File: src/rtl/dmem_pkg.sv
// dmem_pkg: shared types and constants for the dmem_port data-memory bridge.
//   SIZE_*            access size codes as issued by the core (3 folds onto word)
//   dmem_state_t      bridge FSM states
//   DMEM_BASE_DEFAULT byte address that maps onto SRAM word 0
package dmem_pkg;

  localparam logic [1:0]  SIZE_BYTE = 2'd0;
  localparam logic [1:0]  SIZE_HALF = 2'd1;
  localparam logic [1:0]  SIZE_WORD = 2'd2;

  localparam logic [31:0] DMEM_BASE_DEFAULT = 32'h1001_0000;

  typedef enum logic [1:0] {
    ST_IDLE   = 2'd0,
    ST_LOAD   = 2'd1,
    ST_RMW_RD = 2'd2,
    ST_RMW_WR = 2'd3
  } dmem_state_t;

  // The core's encoding 3 behaves exactly like a word access.
  function automatic logic [1:0] norm_size(input logic [1:0] sz);
    return (sz == 2'd3) ? SIZE_WORD : sz;
  endfunction

  // Misaligned addresses are rounded down to the natural alignment of the size.
  function automatic logic [1:0] align_lo(input logic [1:0] sz, input logic [1:0] lo);
    case (sz)
      SIZE_WORD: return 2'b00;
      SIZE_HALF: return {lo[1], 1'b0};
      default:   return lo;
    endcase
  endfunction

endpackage

File: src/rtl/dmem_port_if.sv
// dmem_port_if: core-side request/response bundle of the data-memory bridge.
//   cs/we/re/size/addr/wdata  request from the core (master drives)
//   rdata                     MSB-aligned load data back to the core
//   busy                      stall while a multi-cycle access is in flight
//   misalign                  one-cycle pulse on a misaligned half/word request
interface dmem_port_if;
  logic        cs;
  logic        we;
  logic        re;
  logic [1:0]  size;
  logic [31:0] addr;
  logic [31:0] wdata;
  logic [31:0] rdata;
  logic        busy;
  logic        misalign;

  modport master (output cs, we, re, size, addr, wdata,
                  input  rdata, busy, misalign);
  modport slave  (input  cs, we, re, size, addr, wdata,
                  output rdata, busy, misalign);
endinterface

File: src/rtl/dmem_lane_align.sv
// dmem_lane_align: combinational big-endian lane steering.
//   size_i   normalised access size
//   lo_i     aligned byte offset inside the word (0 = lanes [31:24])
//   wdata_i  store data, sub-word in LSBs
//   word_i   SRAM word (load source and RMW merge base)
//   load_o   selected byte/half shifted to the MSBs, remaining bits zero
//   repl_o   store data replicated across all lanes
//   merge_o  word_i with the addressed lane(s) replaced by store data
//   be_o     lane enables, bit3 = [31:24]
module dmem_lane_align
  import dmem_pkg::*;
(
  input  logic [1:0]  size_i,
  input  logic [1:0]  lo_i,
  input  logic [31:0] wdata_i,
  input  logic [31:0] word_i,
  output logic [31:0] load_o,
  output logic [31:0] repl_o,
  output logic [31:0] merge_o,
  output logic [3:0]  be_o
);

  logic [31:0] shifted;
  logic [31:0] mask;

  // Shifting left by the lane offset brings the addressed lane(s) to the top.
  assign shifted = word_i << {lo_i, 3'b000};

  always_comb begin
    load_o = word_i;
    repl_o = wdata_i;
    be_o   = 4'hF;
    case (size_i)
      SIZE_BYTE: begin
        load_o = {shifted[31:24], 24'h0};
        repl_o = {4{wdata_i[7:0]}};
        be_o   = 4'b1000 >> lo_i;
      end
      SIZE_HALF: begin
        load_o = {shifted[31:16], 16'h0};
        repl_o = {2{wdata_i[15:0]}};
        be_o   = 4'b1100 >> lo_i;
      end
      default: begin
        load_o = word_i;
        repl_o = wdata_i;
        be_o   = 4'hF;
      end
    endcase
  end

  assign mask    = {{8{be_o[3]}}, {8{be_o[2]}}, {8{be_o[1]}}, {8{be_o[0]}}};
  assign merge_o = (word_i & ~mask) | (repl_o & mask);

endmodule

File: src/rtl/dmem_port.sv
// dmem_port: bridges core data-memory requests onto a 1-cycle-latency single-port word SRAM.
//   clk, rst      core clock, asynchronous active-high reset
//   bus           dmem_port_if.slave (core request, rdata/busy/misalign back)
//   ram_addr_o    SRAM word address
//   ram_we_o      SRAM write strobe
//   ram_be_o      SRAM lane enables (bit3 = [31:24])
//   ram_wdata_o   SRAM write data
//   ram_rdata_i   SRAM read data, valid the cycle after ram_addr_o
// Build option DMEM_BYTE_ENABLE_EN: sub-word stores become single-cycle lane-enabled
// writes; otherwise ram_be_o is 4'hF and sub-word stores use read-modify-write.
//
//   state     | meaning
//   ST_IDLE   | accept request; word stores complete here
//   ST_LOAD   | SRAM data arriving, latched into rdata
//   ST_RMW_RD | old word arriving, merged with store lane(s)
//   ST_RMW_WR | merged word written back
module dmem_port
  import dmem_pkg::*;
#(
  parameter int          ADDR_W    = 11,
  parameter logic [31:0] BASE_ADDR = DMEM_BASE_DEFAULT
) (
  input  logic              clk,
  input  logic              rst,
  dmem_port_if.slave        bus,
  output logic [ADDR_W-1:0] ram_addr_o,
  output logic              ram_we_o,
  output logic [3:0]        ram_be_o,
  output logic [31:0]       ram_wdata_o,
  input  logic [31:0]       ram_rdata_i
);

`ifdef DMEM_BYTE_ENABLE_EN
  localparam bit BE_EN = 1'b1;
`else
  localparam bit BE_EN = 1'b0;
`endif

  dmem_state_t       state_q, state_d;
  logic [ADDR_W-1:0] addr_q, addr_d;
  logic [1:0]        size_q, size_d, lo_q, lo_d;
  logic [31:0]       wdata_q, wdata_d, rdata_q, rdata_d;

  logic [31:0]       off;
  logic [ADDR_W-1:0] word_idx;
  logic [1:0]        size_n, lo_req, size_sel, lo_sel;
  logic [31:0]       wdata_sel, lane_load, lane_repl, lane_merge;
  logic [3:0]        lane_be;
  logic              req, idle, sub_req, mis_req, take_ld, take_rmw, st_now;
  logic              unused_bits;

  // Gating with rst keeps the combinational SRAM strobes quiet while reset is held.
  assign req      = bus.cs & ~rst;
  assign idle     = (state_q == ST_IDLE);
  assign off      = bus.addr - BASE_ADDR;
  assign word_idx = off[ADDR_W+1:2];
  assign size_n   = norm_size(bus.size);
  assign lo_req   = align_lo(size_n, bus.addr[1:0]);
  assign sub_req  = (size_n != SIZE_WORD);
  assign mis_req  = ((size_n == SIZE_HALF) && bus.addr[0]) ||
                    ((size_n == SIZE_WORD) && (bus.addr[1:0] != 2'b00));

  assign take_ld  = idle && req && bus.re;
  assign take_rmw = idle && req && bus.we && sub_req && !BE_EN;
  assign st_now   = idle && req && bus.we && (!sub_req || BE_EN);

  // In IDLE the lane logic works on the live request, afterwards on the latched one.
  assign size_sel  = idle ? size_n    : size_q;
  assign lo_sel    = idle ? lo_req    : lo_q;
  assign wdata_sel = idle ? bus.wdata : wdata_q;

  dmem_lane_align u_align (
    .size_i  (size_sel),
    .lo_i    (lo_sel),
    .wdata_i (wdata_sel),
    .word_i  (ram_rdata_i),
    .load_o  (lane_load),
    .repl_o  (lane_repl),
    .merge_o (lane_merge),
    .be_o    (lane_be)
  );

  always_ff @(posedge clk or posedge rst) begin
    if (rst) state_q <= ST_IDLE;
    else     state_q <= state_d;
  end

  always_comb begin
    state_d = state_q;
    case (state_q)
      ST_IDLE: begin
        if (take_ld)       state_d = ST_LOAD;
        else if (take_rmw) state_d = ST_RMW_RD;
      end
      ST_LOAD:   state_d = ST_IDLE;
      ST_RMW_RD: state_d = ST_RMW_WR;
      ST_RMW_WR: state_d = ST_IDLE;
      default:   state_d = ST_IDLE;
    endcase
  end

  always_comb begin
    bus.busy     = take_ld || take_rmw || (state_q == ST_RMW_RD);
    bus.misalign = idle && req && mis_req;
    ram_we_o     = st_now || (state_q == ST_RMW_WR);
    ram_addr_o   = (idle && req) ? word_idx : addr_q;
    ram_wdata_o  = st_now ? lane_repl : wdata_q;
  end

`ifdef DMEM_BYTE_ENABLE_EN
  assign ram_be_o = st_now ? lane_be : 4'hF;
`else
  assign ram_be_o = 4'hF;
`endif

  assign bus.rdata   = rdata_q;
  assign unused_bits = ^{off[31:ADDR_W+2], off[1:0], lane_be};

  always_comb begin
    addr_d  = addr_q;
    size_d  = size_q;
    lo_d    = lo_q;
    wdata_d = wdata_q;
    rdata_d = rdata_q;
    if (take_ld || take_rmw) begin
      addr_d  = word_idx;
      size_d  = size_n;
      lo_d    = lo_req;
      wdata_d = bus.wdata;
    end
    if (state_q == ST_LOAD)   rdata_d = lane_load;
    if (state_q == ST_RMW_RD) wdata_d = lane_merge;
  end

  always_ff @(posedge clk or posedge rst) begin
    if (rst) begin
      addr_q  <= '0;
      size_q  <= SIZE_WORD;
      lo_q    <= 2'b00;
      wdata_q <= '0;
      rdata_q <= '0;
    end else begin
      addr_q  <= addr_d;
      size_q  <= size_d;
      lo_q    <= lo_d;
      wdata_q <= wdata_d;
      rdata_q <= rdata_d;
    end
  end

endmodule

File: src/flat_wrapper.sv
// flat-port wrapper written by rule: the top's interface ports become plain ports
module dmem_port_flat import dmem_pkg::*;
#(
  parameter int          ADDR_W    = 11,
  parameter logic [31:0] BASE_ADDR = DMEM_BASE_DEFAULT
)
  (clk, rst, ram_addr_o, ram_we_o, ram_be_o, ram_wdata_o, ram_rdata_i, bus_cs, bus_we, bus_re, bus_size, bus_addr, bus_wdata, bus_rdata, bus_busy, bus_misalign);
  dmem_port_if bus_i ();
  input  logic clk;
  input  logic rst;
  output logic [ADDR_W-1:0] ram_addr_o;
  output logic ram_we_o;
  output logic [3:0] ram_be_o;
  output logic [31:0] ram_wdata_o;
  input  logic [31:0] ram_rdata_i;
  input wire logic [$bits(bus_i.cs)-1:0] bus_cs;
  input wire logic [$bits(bus_i.we)-1:0] bus_we;
  input wire logic [$bits(bus_i.re)-1:0] bus_re;
  input wire logic [$bits(bus_i.size)-1:0] bus_size;
  input wire logic [$bits(bus_i.addr)-1:0] bus_addr;
  input wire logic [$bits(bus_i.wdata)-1:0] bus_wdata;
  output wire logic [$bits(bus_i.rdata)-1:0] bus_rdata;
  output wire logic [$bits(bus_i.busy)-1:0] bus_busy;
  output wire logic [$bits(bus_i.misalign)-1:0] bus_misalign;
  assign bus_i.cs = bus_cs;
  assign bus_i.we = bus_we;
  assign bus_i.re = bus_re;
  assign bus_i.size = bus_size;
  assign bus_i.addr = bus_addr;
  assign bus_i.wdata = bus_wdata;
  assign bus_rdata = bus_i.rdata;
  assign bus_busy = bus_i.busy;
  assign bus_misalign = bus_i.misalign;
  dmem_port #(.ADDR_W(ADDR_W), .BASE_ADDR(BASE_ADDR)) u_core (.clk(clk), .rst(rst), .bus(bus_i), .ram_addr_o(ram_addr_o), .ram_we_o(ram_we_o), .ram_be_o(ram_be_o), .ram_wdata_o(ram_wdata_o), .ram_rdata_i(ram_rdata_i));
endmodule
File: config.mk
export PLATFORM = sky130hd
export DESIGN_NAME = dmem_port_flat
export DESIGN_NICKNAME = d
export VERILOG_FILES = /design/src/rtl/dmem_pkg.sv /design/src/rtl/dmem_port_if.sv /design/src/rtl/dmem_lane_align.sv /design/src/rtl/dmem_port.sv /design/src/flat_wrapper.sv
export SDC_FILE = /design/constraint.sdc
export NUM_CORES = 1
export LEC_CHECK = 0
export CORE_MARGIN = 4
export CORE_UTILIZATION = 51
export CTS_BUF_LIST = sky130_fd_sc_hd__clkbuf_16
export CTS_CLUSTER_SIZE = 12
export DETAILED_ROUTE_END_ITERATION = 6
export GPL_ROUTABILITY_DRIVEN = 0
export PLACE_DENSITY = 0.87
export SETUP_SLACK_MARGIN = 0.05
export SLEW_MARGIN = 20
export SYNTH_ARGS = -nofsm -noshare
export SYNTH_HDL_FRONTEND = slang
export SYNTH_SLANG_ARGS = --single-unit
File: constraint.sdc
create_clock -name clk -period 3.8 [get_ports clk]
set_input_delay 0.38 -clock clk [delete_from_list [all_inputs] [get_ports clk]]
set_output_delay 0.38 -clock clk [all_outputs]
set_load 0.01 [all_outputs]
# Yosys cells after proc, flatten, opt, wreduce, memory -nomap -nowiden
# Index checks and enable logic that the tools add are counted.
# classes
n_reduce_logical	18
eq_ne	9
shift	3
addsub	1
mux	15
bitwise	6
# ops
operator	count
2-to-1 mux 32 bit	4
one-hot mux 32 bit (2 select lines)	2
AND 32 bit	2
inverter 32 bit	1
OR 32 bit	1
left shift 32 x 5 -> 32 bit	1
subtractor 13 x 1 -> 13 bit, second input constant	1
2-to-1 mux 11 bit	1
2-to-1 mux 2 bit	5
== test 2 bit, second input constant	4
logical AND 1 bit	8
one-hot mux 4 bit (2 select lines)	1
>> shifter 4 x 2 -> 4 bit, first input constant	2
== test 2 x 1 -> 1 bit, second input constant	3
one-hot mux 2 bit (3 select lines)	1
logical NOT 2 bit	2
logical OR 1 bit	4
one-hot mux 2 bit (2 select lines)	1
nonzero test 2 bit	2
!= test 3 bit, second input constant	1
!= test 2 bit, second input constant	1
OR reduction 2 bit	1
AND 1 bit	1
logical NOT 1 bit	1
inverter 1 bit	1
# word_totals
ff_bits	81
out_inout_bits	82
input_bits	103
wordCells	58

# Logic depth before layout (Yosys ltp)
# logic_depth
depth_word	11
mapped_depth	9
ltp_nobuf	5

# Cells and area by module
# From an unflattened synthesis, not the netlist that was laid out.
# unflattened
cells_unflattened	680
hier_area_um2	6072.1
# by_module_without_submodules
module	seq_area_each_um2	instances	area_each_um2	cells_each
dmem_port	2028.2	1	4565.6	475
dmem_lane_align	0.0	1	1506.4	205

# Worst setup path before layout
# No wires, ideal clock.
# synth_timing
kind	reg-to-output
from	register u_core.state_q[0]
to	output ram_wdata_o[0]
path_stages_with_launch	7
t_arrival_ps	1917
setup_slack_ps	1503
path_cell_list	dfrtp_1 buf_4 nor4b_4 nand3_1 buf_1 clkbuf_1 o21ai_0
# synth_between
elab_chain_cells	5
word_cells_on_any_way	7
classes_between	mux: 3; reduce/logical: 4
# synth_rtl
item	line_no	rtl
from (decl)	dmem_port.sv:39	dmem_state_t state_q, state_d;
from (signal assigned)	dmem_port.sv:85	else state_q <= state_d;
logical NOT 2 bit (*)	dmem_port.sv:54	assign idle = (state_q == ST_IDLE);
branches (longest 3 deep; another with 2-to-1 mux 32 bit)	--	
2-to-1 mux 32 bit (*)	dmem_port.sv:107	ram_wdata_o = st_now ? lane_repl : wdata_q;
to (decl)	flat_wrapper.sv:14	output logic [31:0] ram_wdata_o;
# Mark *: on every way between the ends.

# Worst setup path in the final report
# layout_timing
from	register u_core.state_q[0]
to	output ram_wdata_o[25]
# layout_between
elab_chain_cells	5
word_cells_on_any_way	10
classes_between	eq/ne: 1; mux: 4; reduce/logical: 5
# layout_rtl
item	line_no	rtl
logical NOT 2 bit (*)	dmem_port.sv:54	
2-to-1 mux 2 bit / logical AND 1 bit (equally long branches)	dmem_port.sv:68, dmem_port.sv:65	
== test 2 x 1 -> 1 bit, or another cell as far along	dmem_lane_align.sv:33	case (size_i)
one-hot mux 32 bit (2 select lines) / logical AND 1 bit (equally long branches)	dmem_lane_align.sv:33, dmem_port.sv:65	
2-to-1 mux 32 bit (*)	dmem_port.sv:107	
# Mark *: on every way between the ends. The rest lies on a longest branch, timed or not.

==> metrics.txt <==
largest cells by area after synthesis dfrtp_1, mux2i_1, mux2_2, nand2_1, nand3_1; CTS root buf clkbuf_16; destination of the worst hold path u_core.bus.rdata[7]; Setup CP Type flop to primary output; Setup Buffers After CTS 0; Clock Path Buffers 2; clock slew seen by the registers of the worst setup and hold paths 60 ps; Highest Clock Rate 0.286 GHz; nets@finish 826; compound-cell area share of the yosys netlist 19.5%; Synth top area share 35.7%; Post-Synth XOR/XNOR Area 0%; fraction of registers with async set/reset 100%; die footprint 12,700 sq um; Crit Path Max Fanout 16; Setup Viol. Count Final 0; RR Endpoint u_core.wdata_q[13]; warnings from Yosys 0; Worst R2R Start u_core.state_q[0]; DRT iter0 DRCs 649; Pleak 3.31 nW; vias per cell 6.37; CTS sink cnt 81; Syn Inst Count 585; sequential share of the synthesized area 36.2%; power density over the cells 907 nW/um^2; first-pass GRT wire length 29.5 mm; slew margin rel. 34.1%; Simple-Gate Fraction of Synth Area 14.2%; row count 38; DRT antenna net count 0; Overall Global Routing Usage 29.2%; largest family of logic cells by synthesized area multiplexers; setup TNS 0 ps; WHS Path Cells 2; vias in the first global route 5,533; final hold violation count 0; synthesized flop and latch total 81; Area Growth Syn to Fin 34.2%; status completed; core area 10,800 sq um; largest net degree at the start of global routing 52; n_diodes 0; unrepaired setup endpoints after global routing no; library cells used by synthesis 52; crit share post-route 92.1%; Layout Utilization 69.7%; WP data required 3420 ps; Detailed Routing Iterations Pass 1 5; clk_lat worst skew 340 ps; Starting Density 51.9%; mean routed wirelength per cell 22.0 microns; CTS Hold Bufs 0; number of synthesized flops with an enable pin 0; syn avg cell area 9.58 sq um; Die Span X 113 microns; Residual DRC 0; Hold Path Class flop to flop; R2R cell count 6; CTS buffer count 9; Port Buf Inserts 161; initial antenna violation count 0; min-delay src u_core.bus.rdata[7]; Total Wirelength 19.1 mm; Critical Path End Type primary output; post-CTS sizing 0; commonest cells in the netlist nand2_1, dfrtp_1, mux2i_1; num ports 185; gr ovfl total 0; Main synth FF type dfrtp_1; r2r setup slk 810 ps; CTS tree built; Final min period 3500 ps; Critical Path AT 3120 ps; Die H 113 microns; post-synth design cell area 5610 sq um; Setup Skew 6.97 ps; share of layout cells above drive strength 1 12.7%; Final Max Slew Viols 0; hpwl dp 14.0 mm; mux contribution to synthesized area 24.5%; transition time of the tightest slew-check pin 989 ps; kind of start point of the critical path flop; area share of fa/ha/maj cells after synthesis 0%; CTS H-tree depth 3; area leader, netlist dfrtp_1; top-count cell post-synth nand2_1; Max VDD drop 0.454 mV; Vias 5,519; maxcap violations 0
[area by class of cell]
type / count / area (sq um)
multi-input cells: 453 / 3300
fillers: 802 / 3270
flip-flops and latches: 81 / 2030
repair buffers: 176 / 1750
clock buffers: 9 / 225
well taps: 140 / 175
clock inverters: 6 / 36.3
inverters: 2 / 8.76
[critical path, stage by stage, from the launching register on]
cell and delay, ps:
dfrtp_1 540, or2_1 340, a21oi_2 750, o22ai_1 320
nor2_1 210, o21ai_0 120, clkdlybuf4s50_1 500
[layout by cell type (no fill, tap or decap), types with 2 or more instances in the layout]
master / count
nand2_1: 81
a32oi_1: 8
a2bb2oi_1: 2
o31ai_1: 9
clkinv_2: 3
nor2b_1: 11
dfrtp_1: 80
o211ai_1: 8
a21oi_2: 3
clkbuf_16: 9
o221ai_1: 8
nor2_1: 33
a21boi_4: 2
o21ai_1: 2
a221o_1: 7
clkdlybuf4s50_1: 161
o21a_1: 17
mux2_2: 41
mux2i_2: 2
a21o_1: 2
a21oi_1: 30
o21ai_0: 18
mux2i_1: 74
mux4_2: 2
mux4_1: 4
clkinvlp_4: 3
conb_1: 4
buf_12: 2
a211oi_1: 9
o22ai_1: 19
nand3_1: 34
buf_4: 13
nand2b_1: 4
[state kept, by name, summed over array words and instances (netlist names)]
name              flops
u_core.addr_q        11
u_core.bus.rdata     32
u_core.wdata_q       32
u_core.size_q         2
u_core.state_q        2
u_core.lo_q           2
[where the power goes]
part | internal, mW | switching [mW] | leakage, nW
Sequential | 1.31 | 0.351 | 0.973
Combinational | 2.08 | 2.30 | 2.21
Clock | 0.434 | 0.355 | 0.121
[logic make-up after synthesis]
logic type	count (synthesis)
and+or+nand+nor	174
AOI/OAI and AO/OA	152
muxes	123
DFF	81
buffers and inverters	54
other	1
[metal layers]
metal / part of all wire (%) / up-vias / wire, microns / global-route usage (%)
met5: 0 / - / 0 / 0
met2: 48 / 364 / 9090 / 46.8
met3: 9.0 / 65 / 1720 / 5.83
met1: 39 / 2661 / 7380 / 37.5
met4: 4.7 / 0 / 890 / 15.1
li1: - / 2429 / - / -
[worst max path at each step]
stage	slack, ps	cells after the start	startpoint	end
floorplan	1340	1	rst	u_core.addr_q[0]
global placement	550	6	bus_size[1]	ram_wdata_o[22]
detailed placement	490	6	bus_size[1]	ram_wdata_o[22]
CTS	350	6	u_core.state_q[0]	ram_wdata_o[25]
global route	190	6	u_core.state_q[0]	ram_wdata_o[28]
finish	300	6	u_core.state_q[0]	ram_wdata_o[25]
[per-stage QoR]
step                worst slack [ps]  area [sq um]  total power [mW]  cells  hold slack, ps
finish                           300          7520              6.82    867             462
global placement                 546          7260              5.75    852             453
floorplan                       1340          5620              4.40    588             475
global route                     194          7520              7.20    867             484
detailed placement               492          7260              5.96    852             455
CTS                              347          7520              6.77    867             468
(Power assumes the default switching activity.)
